===== config.mk =====
export PLATFORM = sky130hd
export DESIGN_NAME = clock_set_editor
export DESIGN_NICKNAME = d
export VERILOG_FILES = /design/src/rtl/clock_set_editor.sv
export SDC_FILE = /design/constraint.sdc
export NUM_CORES = 1
export LEC_CHECK = 0
export BUFFER_PORTS_ARGS = -buffer_cell sky130_fd_sc_hd__buf_2
export CAP_MARGIN = 5
export CORE_MARGIN = 2
export CORE_UTILIZATION = 58
export DETAILED_ROUTE_END_ITERATION = 7
export MAX_ROUTING_LAYER = met4
export PLACE_DENSITY = 0.79
export SLEW_MARGIN = 20
export SYNTH_ARGS = -nofsm -noshare
export SYNTH_HDL_FRONTEND = slang
export SYNTH_SLANG_ARGS = --single-unit

===== constraint.sdc =====
create_clock -name clk -period 5.6 [get_ports clk]
set_input_delay 0.28 -clock clk [delete_from_list [all_inputs] [get_ports clk]]
set_output_delay 0.28 -clock clk [all_outputs]
set_load 0.01 [all_outputs]

===== src/rtl/clock_set_editor.sv =====
// clock_set_editor
//   Button-driven editor for the decade clock/calendar counter. Debounces the
//   three active-low buttons, walks the fields of the selected mode, edits a
//   BCD shadow copy and emits a one-cycle load strobe on commit.
//
// Ports
//   clk, rst                      system clock, async active-high reset
//   butt_increase/decrease/change raw buttons, pressed = 0
//   sw_mode                       0 = time edit, 1 = date edit
//   cur_time  [23:0]              {h1,h0,m1,m0,s1,s0} BCD from the counter
//   cur_date  [31:0]              {d1,d0,mo1,mo0,y3,y2,y1,y0} BCD
//   set_time / set_date           shadow values being edited
//   ld_time / ld_date             one-cycle commit strobes
//   edit_active                   high in any FIELD state
//   edit_field [1:0]              0 = none, 1..3 = field under edit
//
// Optional feature macro: CLOCK_SET_AUTO_REPEAT_EN
//   When defined, holding inc/dec in a FIELD state generates repeat events
//   after REPEAT_DELAY cycles and then every REPEAT_CYCLES.
module clock_set_editor #(
    parameter int DEB_CYCLES     = 500_000,
    parameter int TIMEOUT_CYCLES = 500_000_000
`ifdef CLOCK_SET_AUTO_REPEAT_EN
    ,
    parameter int REPEAT_DELAY   = 25_000_000,
    parameter int REPEAT_CYCLES  = 5_000_000
`endif
) (
    input  logic        clk,
    input  logic        rst,
    input  logic        butt_increase,
    input  logic        butt_decrease,
    input  logic        butt_change,
    input  logic        sw_mode,
    input  logic [23:0] cur_time,
    input  logic [31:0] cur_date,
    output logic [23:0] set_time,
    output logic [31:0] set_date,
    output logic        ld_time,
    output logic        ld_date,
    output logic        edit_active,
    output logic [1:0]  edit_field
);

    localparam int DW = $clog2(DEB_CYCLES + 1);
    localparam int TW = $clog2(TIMEOUT_CYCLES + 1);

    typedef enum logic [2:0] {S_IDLE, S_FIELD1, S_FIELD2, S_FIELD3, S_COMMIT} state_t;

    // ------------------------------------------------------------------
    // BCD helpers
    // ------------------------------------------------------------------
    // Two-digit BCD step within [lo,hi], wrapping both ways. Anything not a
    // valid in-range BCD value snaps to lo on inc and hi on dec.
    function automatic logic [7:0] bcd2_step(input logic [7:0] v, input logic [7:0] lo,
                                             input logic [7:0] hi, input logic up);
        logic       ok;
        logic [7:0] r;
        ok = (v[7:4] <= 4'd9) && (v[3:0] <= 4'd9) && (v >= lo) && (v <= hi);
        if (!ok)                r = up ? lo : hi;
        else if (up && v == hi) r = lo;
        else if (!up && v == lo) r = hi;
        else if (up)            r = (v[3:0] == 4'd9) ? {v[7:4] + 4'd1, 4'd0} : {v[7:4], v[3:0] + 4'd1};
        else                    r = (v[3:0] == 4'd0) ? {v[7:4] - 4'd1, 4'd9} : {v[7:4], v[3:0] - 4'd1};
        return r;
    endfunction

    // Four-digit BCD year step, 0000..9999 with ripple carry/borrow.
    function automatic logic [15:0] bcd4_step(input logic [15:0] v, input logic up);
        logic [15:0] r;
        logic        carry;
        logic        bad;
        bad = 1'b0;
        for (int i = 0; i < 4; i++) if (v[4*i +: 4] > 4'd9) bad = 1'b1;
        r     = v;
        carry = 1'b1;
        for (int i = 0; i < 4; i++) begin
            if (carry) begin
                if (up) begin
                    if (v[4*i +: 4] == 4'd9) r[4*i +: 4] = 4'd0;
                    else begin r[4*i +: 4] = v[4*i +: 4] + 4'd1; carry = 1'b0; end
                end else begin
                    if (v[4*i +: 4] == 4'd0) r[4*i +: 4] = 4'd9;
                    else begin r[4*i +: 4] = v[4*i +: 4] - 4'd1; carry = 1'b0; end
                end
            end
        end
        if (bad) r = up ? 16'h0000 : 16'h9999;
        return r;
    endfunction

    // Two BCD digits {t,o} divisible by 4: 10t+o = 2t+o (mod 4).
    function automatic logic bcd_div4(input logic [3:0] t, input logic [3:0] o);
        return t[0] ? (o == 4'd2 || o == 4'd6) : (o == 4'd0 || o == 4'd4 || o == 4'd8);
    endfunction

    function automatic logic [7:0] day_max(input logic [7:0] mon, input logic [15:0] yr);
        logic leap;
        logic [7:0] r;
        leap = bcd_div4(yr[7:4], yr[3:0]) &&
               ((yr[7:0] != 8'h00) || bcd_div4(yr[15:12], yr[11:8]));
        case (mon)
            8'h04, 8'h06, 8'h09, 8'h11: r = 8'h30;
            8'h02:                      r = leap ? 8'h29 : 8'h28;
            default:                    r = 8'h31;
        endcase
        return r;
    endfunction

    // ------------------------------------------------------------------
    // Input conditioning: index 0 = inc, 1 = dec, 2 = change
    // ------------------------------------------------------------------
    logic [2:0]         sync1_q, sync2_q;
    logic [2:0]         deb_q, deb_d;
    logic [2:0][DW-1:0] deb_cnt_q, deb_cnt_d;
    logic [2:0]         press_ev;

    always_comb begin
        for (int i = 0; i < 3; i++) begin
            deb_d[i]     = deb_q[i];
            deb_cnt_d[i] = '0;
            press_ev[i]  = 1'b0;
            // Count consecutive cycles at the new level; any bounce back clears.
            if (sync2_q[i] != deb_q[i]) begin
                if (deb_cnt_q[i] == DW'(DEB_CYCLES - 1)) begin
                    deb_d[i]    = sync2_q[i];
                    press_ev[i] = ~sync2_q[i];
                end else begin
                    deb_cnt_d[i] = deb_cnt_q[i] + DW'(1);
                end
            end
        end
    end

    always_ff @(posedge clk or posedge rst) begin
        if (rst) begin
            sync1_q   <= 3'b111;
            sync2_q   <= 3'b111;
            deb_q     <= 3'b111;
            deb_cnt_q <= '0;
        end else begin
            sync1_q   <= {butt_change, butt_decrease, butt_increase};
            sync2_q   <= sync1_q;
            deb_q     <= deb_d;
            deb_cnt_q <= deb_cnt_d;
        end
    end

    // ------------------------------------------------------------------
    // FSM / shadow registers
    // ------------------------------------------------------------------
    state_t         state_q, state_d;
    logic           edit_mode_q, edit_mode_d;
    logic [23:0]    set_time_q, set_time_d;
    logic [31:0]    set_date_q, set_date_d;
    logic [TW-1:0]  timer_q, timer_d;
    logic           in_field;
    logic           inc_ev, dec_ev;

    assign in_field = (state_q == S_FIELD1) || (state_q == S_FIELD2) || (state_q == S_FIELD3);

`ifdef CLOCK_SET_AUTO_REPEAT_EN
    localparam int RW = $clog2(REPEAT_DELAY + 1);
    logic [1:0][RW-1:0] rpt_cnt_q, rpt_cnt_d;
    logic [1:0]         rpt_ev;

    // Hold counter per inc/dec: counts cycles held since the debounced press,
    // fires at REPEAT_DELAY, then reloads so it fires every REPEAT_CYCLES.
    always_comb begin
        for (int i = 0; i < 2; i++) begin
            rpt_cnt_d[i] = '0;
            rpt_ev[i]    = 1'b0;
            if (in_field && !deb_q[i]) begin
                if (rpt_cnt_q[i] == RW'(REPEAT_DELAY - 1)) begin
                    rpt_ev[i]    = 1'b1;
                    rpt_cnt_d[i] = RW'(REPEAT_DELAY - REPEAT_CYCLES);
                end else begin
                    rpt_cnt_d[i] = rpt_cnt_q[i] + RW'(1);
                end
            end
        end
    end

    always_ff @(posedge clk or posedge rst) begin
        if (rst) rpt_cnt_q <= '0;
        else     rpt_cnt_q <= rpt_cnt_d;
    end

    assign inc_ev = press_ev[0] | rpt_ev[0];
    assign dec_ev = press_ev[1] | rpt_ev[1];
`else
    assign inc_ev = press_ev[0];
    assign dec_ev = press_ev[1];
`endif

    logic chg_ev, step_up, step_dn;
    assign chg_ev  = press_ev[2];
    // Change wins; simultaneous inc+dec cancel.
    assign step_up = !chg_ev && inc_ev && !dec_ev;
    assign step_dn = !chg_ev && dec_ev && !inc_ev;

    always_comb begin
        state_d     = state_q;
        edit_mode_d = edit_mode_q;
        set_time_d  = set_time_q;
        set_date_d  = set_date_q;
        timer_d     = '0;
        case (state_q)
            S_IDLE: begin
                if (chg_ev) begin
                    set_time_d  = cur_time;
                    set_date_d  = cur_date;
                    edit_mode_d = sw_mode;
                    state_d     = S_FIELD1;
                end
            end
            S_FIELD1, S_FIELD2, S_FIELD3: begin
                timer_d = timer_q + TW'(1);
                if (sw_mode != edit_mode_q) begin
                    state_d = S_IDLE;
                end else if (chg_ev) begin
                    timer_d = '0;
                    case (state_q)
                        S_FIELD1: state_d = S_FIELD2;
                        S_FIELD2: state_d = S_FIELD3;
                        default: begin
                            state_d = S_COMMIT;
                            // Clamp the day now so set_date is final while ld_date is high.
                            if (edit_mode_q &&
                                set_date_q[31:24] > day_max(set_date_q[23:16], set_date_q[15:0]))
                                set_date_d[31:24] = day_max(set_date_q[23:16], set_date_q[15:0]);
                        end
                    endcase
                end else if (step_up || step_dn) begin
                    timer_d = '0;
                    if (!edit_mode_q) begin
                        case (state_q)
                            S_FIELD1: set_time_d[23:16] = bcd2_step(set_time_q[23:16], 8'h00, 8'h23, step_up);
                            S_FIELD2: set_time_d[15:8]  = bcd2_step(set_time_q[15:8],  8'h00, 8'h59, step_up);
                            // Seconds are reset-style: inc zeroes, dec goes to 59.
                            default:  set_time_d[7:0]   = step_up ? 8'h00 : 8'h59;
                        endcase
                    end else begin
                        case (state_q)
                            S_FIELD1: set_date_d[31:24] = bcd2_step(set_date_q[31:24], 8'h01,
                                          day_max(set_date_q[23:16], set_date_q[15:0]), step_up);
                            S_FIELD2: set_date_d[23:16] = bcd2_step(set_date_q[23:16], 8'h01, 8'h12, step_up);
                            default:  set_date_d[15:0]  = bcd4_step(set_date_q[15:0], step_up);
                        endcase
                    end
                end else if (timer_q == TW'(TIMEOUT_CYCLES - 1)) begin
                    state_d = S_IDLE;
                end
            end
            default: state_d = S_IDLE;   // S_COMMIT lasts one cycle
        endcase
    end

    always_ff @(posedge clk or posedge rst) begin
        if (rst) begin
            state_q     <= S_IDLE;
            edit_mode_q <= 1'b0;
            set_time_q  <= '0;
            set_date_q  <= '0;
            timer_q     <= '0;
        end else begin
            state_q     <= state_d;
            edit_mode_q <= edit_mode_d;
            set_time_q  <= set_time_d;
            set_date_q  <= set_date_d;
            timer_q     <= timer_d;
        end
    end

    assign set_time    = set_time_q;
    assign set_date    = set_date_q;
    assign ld_time     = (state_q == S_COMMIT) && !edit_mode_q;
    assign ld_date     = (state_q == S_COMMIT) &&  edit_mode_q;
    assign edit_active = in_field;
    assign edit_field  = (state_q == S_FIELD1) ? 2'd1 :
                         (state_q == S_FIELD2) ? 2'd2 :
                         (state_q == S_FIELD3) ? 2'd3 : 2'd0;

endmodule


# Yosys cells after proc, flatten, opt, wreduce, memory -nomap -nowiden
# Cells that the tools add are included.
# classes
mux	145
n_lt_le_gt_ge	21
addsub	28
n_reduce_logical	77
bitwise_logic	3
eq_ne	66
# ops
cell	n
8-bit 2-to-1 mux	43
24-bit 2-to-1 mux	6
32-bit 2-to-1 mux	4
29-bit 2-to-1 mux	4
19-bit 2-to-1 mux	6
32-bit case mux with 2 select lines	1
4-bit 2-to-1 mux	15
19-bit by 1-bit adder with 19-bit output (second input constant)	3
19-bit equality test (second input constant)	3
4-bit by 1-bit adder with 4-bit output (second input constant)	12
1-bit 2-to-1 mux	48
16-bit 2-to-1 mux	3
24-bit case mux with 2 select lines	1
4-bit by 1-bit subtractor with 4-bit output (second input constant)	12
4-bit equality test (second input constant)	10
6-bit != test (second input constant)	6
7-bit AND reduction	5
8-bit by 1-bit >= comparator with 1-bit output (second input constant)	4
4-bit <= comparator (second input constant)	8
4-bit zero test	8
8-bit AND reduction	4
29-bit by 1-bit adder with 29-bit output (second input constant)	1
29-bit equality test (second input constant)	1
1-bit logical AND	28
45 further kinds	104
# word_totals
regBits	155
input_bits	62
wordCells	364
output_inout_bits	61

# Longest topological paths before layout
# Gate-level depths: netlist (run 1).
# logic_depth
ltp_word	35
mapped_depth	16
depth_no_buf	15

# Worst setup path after synthesis (run 1)
# No wires, ideal clock.
# synth_path
path_type	reg2reg
from	register set_date_q[21] (netlist: set_date[21])
to	register set_date_q[28] (netlist: set_date[28])
n_path_buf	1
period_less_slack_ns	3.631
path_slack_ns	1.969
stages_incl_launch_ff	17
required_time_ns	5.475
setup_ns	0.125
t_arrival_ns	3.507
cell_sequence	dfrtp_1 > inv_1 > ha_1 > nor3b_1 > and2_1 > clkbuf_1 > o211ai_1 > o21ai_0 > ha_1 > or3b_2 > a21oi_1 > o211ai_1 > a211oi_1 > nand2_1 > a21oi_1 > a21boi_2 > mux2_2
# synth_between
elab_chain_len	19
word_cells_on_any_way	39
cone_classes	2 x order compare; 9 x eq/ne; 23 x mux; 5 x reduce/logical
# synth_rtl
item	line	source
start: declaration	155	logic [31:0] set_date_q, set_date_d;
start signal: assignment	270	set_date_q <= set_date_d;
8-bit by 3-bit equality test with 1-bit output (tied with other cells)	102	case (mon)
4-bit OR reduction	102	
5-bit case mux with 2 select lines *	102	
branches (longest 16 deep; another with 8-bit <= comparator)	n/a	
# Mark *: on every way between the ends. The select of a mux whose other input is x is not followed.
# A chain may end at the register's enable or synchronous reset.

# Worst setup path after layout (run 1)
# layout_path
from	register set_date_q[21] (netlist: set_date[21])
to	register set_date_q[30] (netlist: set_date[30])
# Same word-level chain as after synthesis.

==> impl_metrics.tcl, run 1 <==
set metrics [dict create \
    status "complete, no violations" \
    busiest_layer "met2" \
    grt.overflow.total 0 \
    io_buffers 122 \
    drt_iter0_markers 976 \
    irDropWorstVdd_v 0.000190 \
    setup.worst_path.class "reg2reg" \
    use_met2_pct 46.3 \
    worstPathRequired_ns 5.91 \
    worst-path-max-fanout 6 \
    grt_max_degree 101 \
    hp-class "in2async" \
    cts-buffers-inserted 17 \
    rows 49 \
    cts-root-buf "clkbuf_16" \
    vias_per_cell 6.32 \
    yosysMostFrequentCell "nor2_1" \
    post_drt_wl_per_cell_um 18.1 \
    min_period_ns 4.21 \
    vias 10100 \
    clock_sinks 155 \
    powerDensity_nw_per_um2 203 \
    hold_violations 0 \
    die_x_um 139 \
    synthToLayoutAreaGrowth_pct 12.4 \
    htree_levels 4 \
    synthTopCellsByCount "176 x nor2_1, 146 x dfrtp_1, 125 x nand2_1, 83 x a21oi_1, 72 x o21ai_0" \
    die-area_sq_um 19400 \
    use_met1_pct 42.2 \
    dr.pass1.iters 5 \
    yosys-top-cells-area "dfrtp_1 34%, nor2_1 6.2%, nand2_1 4.4%, xor2_1 4.4%, a21oi_1 3.9%" \
    postCtsSetupRepairBufs 0 \
    drc 0 \
    synth_nets 1376 \
    dp_hpwl_mm 19.6 \
    syn_inst 1284 \
    slew_violations 0 \
    synth_edf_count 0 \
    multi_input_area_sq_um 6310 \
    rsz0062_at_grt "false" \
    p_leak_nw 5.11 \
    nets 1451 \
    final_cell_area_sq_um 11900 \
    grt_use_met3_pct 5.44 \
    die_h_um 139 \
    cts_tree "built" \
    worst_slew_margin_rel_pct 31.0 \
    synth_area_per_cell_sq_um 8.27 \
    async_flop_share_pct 100 \
    io_pins 123 \
    grt_pass1_vias 9180 \
    synth_top_area_share_pct 34.4 \
    synthFlopType "dfrtp_1" \
    seq_area_sq_um 3890 \
    antenna_found_initial 0 \
    yosys.cell_types.count 91 \
    n_fill_cell 1506 \
    floorplan.initialDensity_pct 59.1 \
    worstSetupStartpointType "register" \
    n_antenna_cell 0 \
    setup_tns_ns 0 \
    final_antenna_net_count 0 \
    totalWireLength_mm 29.0 \
    clock_path_buffers 2 \
    cp.arrival_ns 4.52 \
    final_layout_size_suffix_gt1_share_pct 16.8 \
    placed_area_sq_um 11300 \
    track_usage_pct 30.4 \
    max_freq_mhz 238 \
    core_sq_um 18000 \
    yosys_warnings 0 \
    place.gp.congestion 0.962 \
    worst_pin_slew_ns 1.03 \
    max_cap_violations 0 \
    synth_area_leader_cell "dfrtp_1" \
    crit_path_start "set_date[21]" \
    ys_seq_area_share_pct 36.6 \
    setup_viol 0 \
    clk_pin_slew_ns 0.07 \
    place_worst_setup_slack_ns 1.52 \
    synth.ff_latch_count 155 \
    skew_ns 0.0131 \
    finalPower_w 0.00242 \
    synth_area_sq_um 10600 \
    clkLatencyLatePin_ns 0.43 \
    finalCritPeriodShare_pct 75.1 \
    r2r_start "set_date[21]" \
    endpoint_kind "register" \
    grt_pass1_wl_mm 47.1 \
    layout_setup_ws_ns 1.39 \
]
[through the flow]
stage          cells  utilization, %  hold slack, ns
3_3_place_gp    1566            63.0           0.347
4_1_cts         1601            66.5          0.0363
6_report        1601            66.5          0.0240
5_1_grt         1601            66.5          0.0514
2_1_floorplan   1284               -           0.284
3_5_place_dp    1566            63.0           0.347
[critical path, stage by stage (launching register included)]
cell,delay (ns)
dfrtp_1,0.46
inv_1,0.15
ha_1,0.24
nor3b_1,0.40
and2_1,0.30
o211ai_1,0.12
o21ai_0,0.15
ha_1,0.19
or3b_2,0.44
a21oi_1,0.19
o211ai_1,0.15
a211oi_1,0.31
nand2_1,0.13
a21oi_1,0.38
a21boi_2,0.17
mux2_2,0.31
[registers in the layout (all words and copies together) (netlist names)]
name	count
deb_cnt_q	57
deb_q	3
edit_mode_q	1
set_date	32
set_time	24
state_q	3
sync1_q	3
sync2_q	3
timer_q	29
[per-layer routing]
metal / vias up / routed length, um / share of wire, %
met3: 49 / 2330 / 8.0
met1: 4871 / 12500 / 43
met2: 442 / 13500 / 47
li1: 4758 / - / -
met5: - / 0 / 0
met4: 0 / 625 / 2.2
[placed cells by master, fill, tap and decap left out, types with 19 or more instances in the layout]
cell type | synthesis | layout
a21oi_1 | 83 | 83
and3_1 | 29 | 29
buf_2 | 8 | 122
dfrtp_1 | 146 | 146
ha_1 | 30 | 30
inv_1 | 31 | 30
mux2_2 | 19 | 19
nand2_1 | 125 | 125
nand3_1 | 55 | 55
nand4_1 | 22 | 22
nor2_1 | 176 | 175
nor3_1 | 46 | 46
o21ai_0 | 72 | 72
xnor2_1 | 32 | 32
xor2_1 | 53 | 53
[report_power, final]
| part | switching [W] | internal, W |
|---|---|---|
| clock | 0.000540 | 0.000659 |
| sequential | 0.00000921 | 0.00113 |
| combinational | 0.0000507 | 0.0000321 |
[area by class of cell]
cell class | count | share of cell area, %
Clock buffer | 19 | 3.79
Tap cell | 229 | 2.40
Timing Repair Buffer | 136 | 6.06
Sequential cell | 155 | 32.6
Multi-Input combinational cell | 1017 | 52.9
Inverter | 32 | 1.05
Clock inverter | 13 | 1.26
[final timing paths]
path	slack, ns	depth (start not counted)	to
min	0.02	2	timer_q[6]
min reg2reg	0.36	0	sync2_q[2]
max in group asynchronous	4.30	3	set_time[18]
max	1.39	15	set_date[30]
min in group clk	0.04	3	set_time[2]
max reg2reg	1.39	15	set_date[30]
[kinds of logic (layout without fill, tap and decap cells)]
logic type	Yosys count	in the layout	share of synthesized area [%]
simple gates	577	577	27.5
compound gates	298	298	18.4
flops	155	155	36.6
buf+inv	112	200	4.09
xor+xnor	85	85	7.01
fa+ha+maj	30	30	3.53
mux	27	27	2.89
[timing repair]
action	4_1_cts	5_1_grt
gates resized for setup	0	0
hold buffers	3	0
endpoints found under the hold margin	3	0
Note: power is estimated with default switching activity, not from simulation.
==> run 2: changes to the inputs <==
==> constraint.sdc (replaced) <==
create_clock -name clk -period 3.9 [get_ports clk]
set_input_delay 0.195 -clock clk [delete_from_list [all_inputs] [get_ports clk]]
set_output_delay 0.195 -clock clk [all_outputs]
set_load 0.01 [all_outputs]
==> impl_metrics.tcl, run 2 (same netlist as run 1, synthesis figures left out) <==
set metrics [dict create \
    cp.buffers_inverters 1 \
    post_drt_wl_per_cell_um 18.2 \
    finalPower_w 0.00360 \
    cts_tree "built" \
    crit_chain "inv_1 > ha_1 > nor3b_1 > nand2_1 > o211ai_1 > o21ai_0 > ha_1 > nand4_1 > nor4_1 > a211oi_2 > nand2_1 > a21oi_2 > a21boi_2 > mux2_2" \
    clock_sinks 155 \
    antenna_found_initial 2 \
    place.gp.congestion 0.938 \
    grt_use_met3_pct 5.92 \
    final_antenna_net_count 0 \
    rows 49 \
    drt_iter0_markers 1061 \
    worstPathRequired_ns 4.22 \
    vias 10200 \
    htree_levels 4 \
    r2r_start "set_date[5]" \
    synthToLayoutAreaGrowth_pct 15.5 \
    use_met2_pct 48.1 \
    dr.pass1.iters 6 \
    endpoint_kind "register" \
    io_pins 123 \
    clk_pin_slew_ns 0.07 \
    die_x_um 139 \
    irDropWorstVdd_v 0.000286 \
    largest_reg_flops 57 \
    status "complete, no violations" \
    nets 1480 \
    worst_slew_margin_rel_pct 35.0 \
    final_common_cell "nor2_1" \
    regMostFlops "deb_cnt_q" \
    worstSetupStartpointType "register" \
    min_period_ns 3.68 \
    slowest_stage "dfrtp_1" \
    clock_path_buffers 2 \
    floorplan.initialDensity_pct 59.1 \
    io_buffers 122 \
    setup_viol 0 \
    dp_hpwl_mm 19.9 \
    totalWireLength_mm 29.7 \
    max_cap_violations 0 \
    p_leak_nw 5.28 \
    grt_pass1_wl_mm 48.3 \
    critPathMaxStageDelay_ns 0.46 \
    die_h_um 139 \
    skew_ns 0.00815 \
    cpLargestDelayFamily "simple AND/OR/NAND/NOR gates" \
    cp.arrival_ns 3.99 \
    final_cell_area_sq_um 12300 \
    setup.worst_path.class "reg2reg" \
    cts-buffers-inserted 17 \
    grt.overflow.total 0 \
    clkLatencyLatePin_ns 0.43 \
    grt_max_degree 156 \
    powerDensity_nw_per_um2 293 \
    n_fill_cell 1490 \
    core_sq_um 18000 \
    finalCritPeriodShare_pct 94.3 \
    grt_pass1_vias 9517 \
    layout_common_cells "175 x nor2_1, 146 x dfrtp_1, 125 x nand2_1" \
    crit_path_start "set_date[5]" \
    max_freq_mhz 272 \
    drc 0 \
    hp-class "in2async" \
    cts-root-buf "clkbuf_16" \
    postCtsSetupRepairBufs 0 \
    final_layout_size_suffix_gt1_share_pct 18.6 \
    vias_per_cell 6.26 \
    use_met1_pct 41.9 \
    placed_area_sq_um 11500 \
    busiest_layer "met2" \
    worst_pin_slew_ns 0.967 \
    hold_violations 0 \
    slew_violations 0 \
    track_usage_pct 31.2 \
    worst-path-max-fanout 7 \
    die-area_sq_um 19400 \
]
-- run 2: worst paths after layout --
path,to,slack (ns),cells past startpoint
max,set_date[30],0.22,14
min,timer_q[10],0.02,3
max reg2reg,set_date[30],0.22,14
min reg2reg,sync2_q[1],0.36,0
max in group asynchronous,set_date[14],3.29,3
min in group clk,set_time[23],0.02,3
-- run 2: area by class of cell --
cell class,count,area (sq um),area share [%]
Timing Repair Buffer,165,976,7.96
Clock buffer,18,439,3.58
Antenna cell,2,5.00,0.0408
Sequential cell,155,3890,31.7
Tap cell,229,287,2.34
Inverter,32,124,1.01
Multi-Input combinational cell,1017,6340,51.7
Clock inverter,14,205,1.67
-- run 2: per-layer routing --
layer  up-vias  part of all wire (%)
met2       409                    46
met4         0                   2.2
li1       4807                     -
met5         -                     0
met3        50                   7.3
met1      4948                    44
-- run 2: through the flow --
step / TNS [ns] / hold slack (ns) / util [%] / setup WS (ns) / std cells
after detailed placement: 0 / 0.302 / 64.1 / 0.0147 / 1591
after global placement: 0 / 0.301 / 64.1 / 0.170 / 1591
after floorplan: 0 / 0.199 / - / 0.269 / 1284
after global routing: -0.0363 / 0.0477 / 68.3 / -0.0146 / 1632
final: 0 / 0.0183 / 68.3 / 0.221 / 1632
after CTS: 0 / 0.0142 / 68.1 / 0.000144 / 1630
-- run 2: worst register-to-register path, delay by kind of cell (launching register included) --
kind | cells | cell delay [ns]
AOI/OAI and AO/OA | 5 | 0.85
adders and majority gates | 2 | 0.56
buffers and inverters | 1 | 0.13
DFF | 1 | 0.46
muxes | 1 | 0.37
and+or+nand+nor | 5 | 1.20
-- run 2: repair_timing --
item / in CTS / in global routing
endpoints found under the hold margin: 7 / 0
hold buffers: 7 / 0
setup endpoints to repair: 0 / 8
resized for setup: 0 / 6
-- run 2: where the power goes --
part,internal [W],switching [W],total (W)
clock,0.00110,0.000736,0.00184
sequential,0.00162,0.0000133,0.00163
combinational,0.0000502,0.0000728,0.000123
total,0.00278,0.000823,0.00360
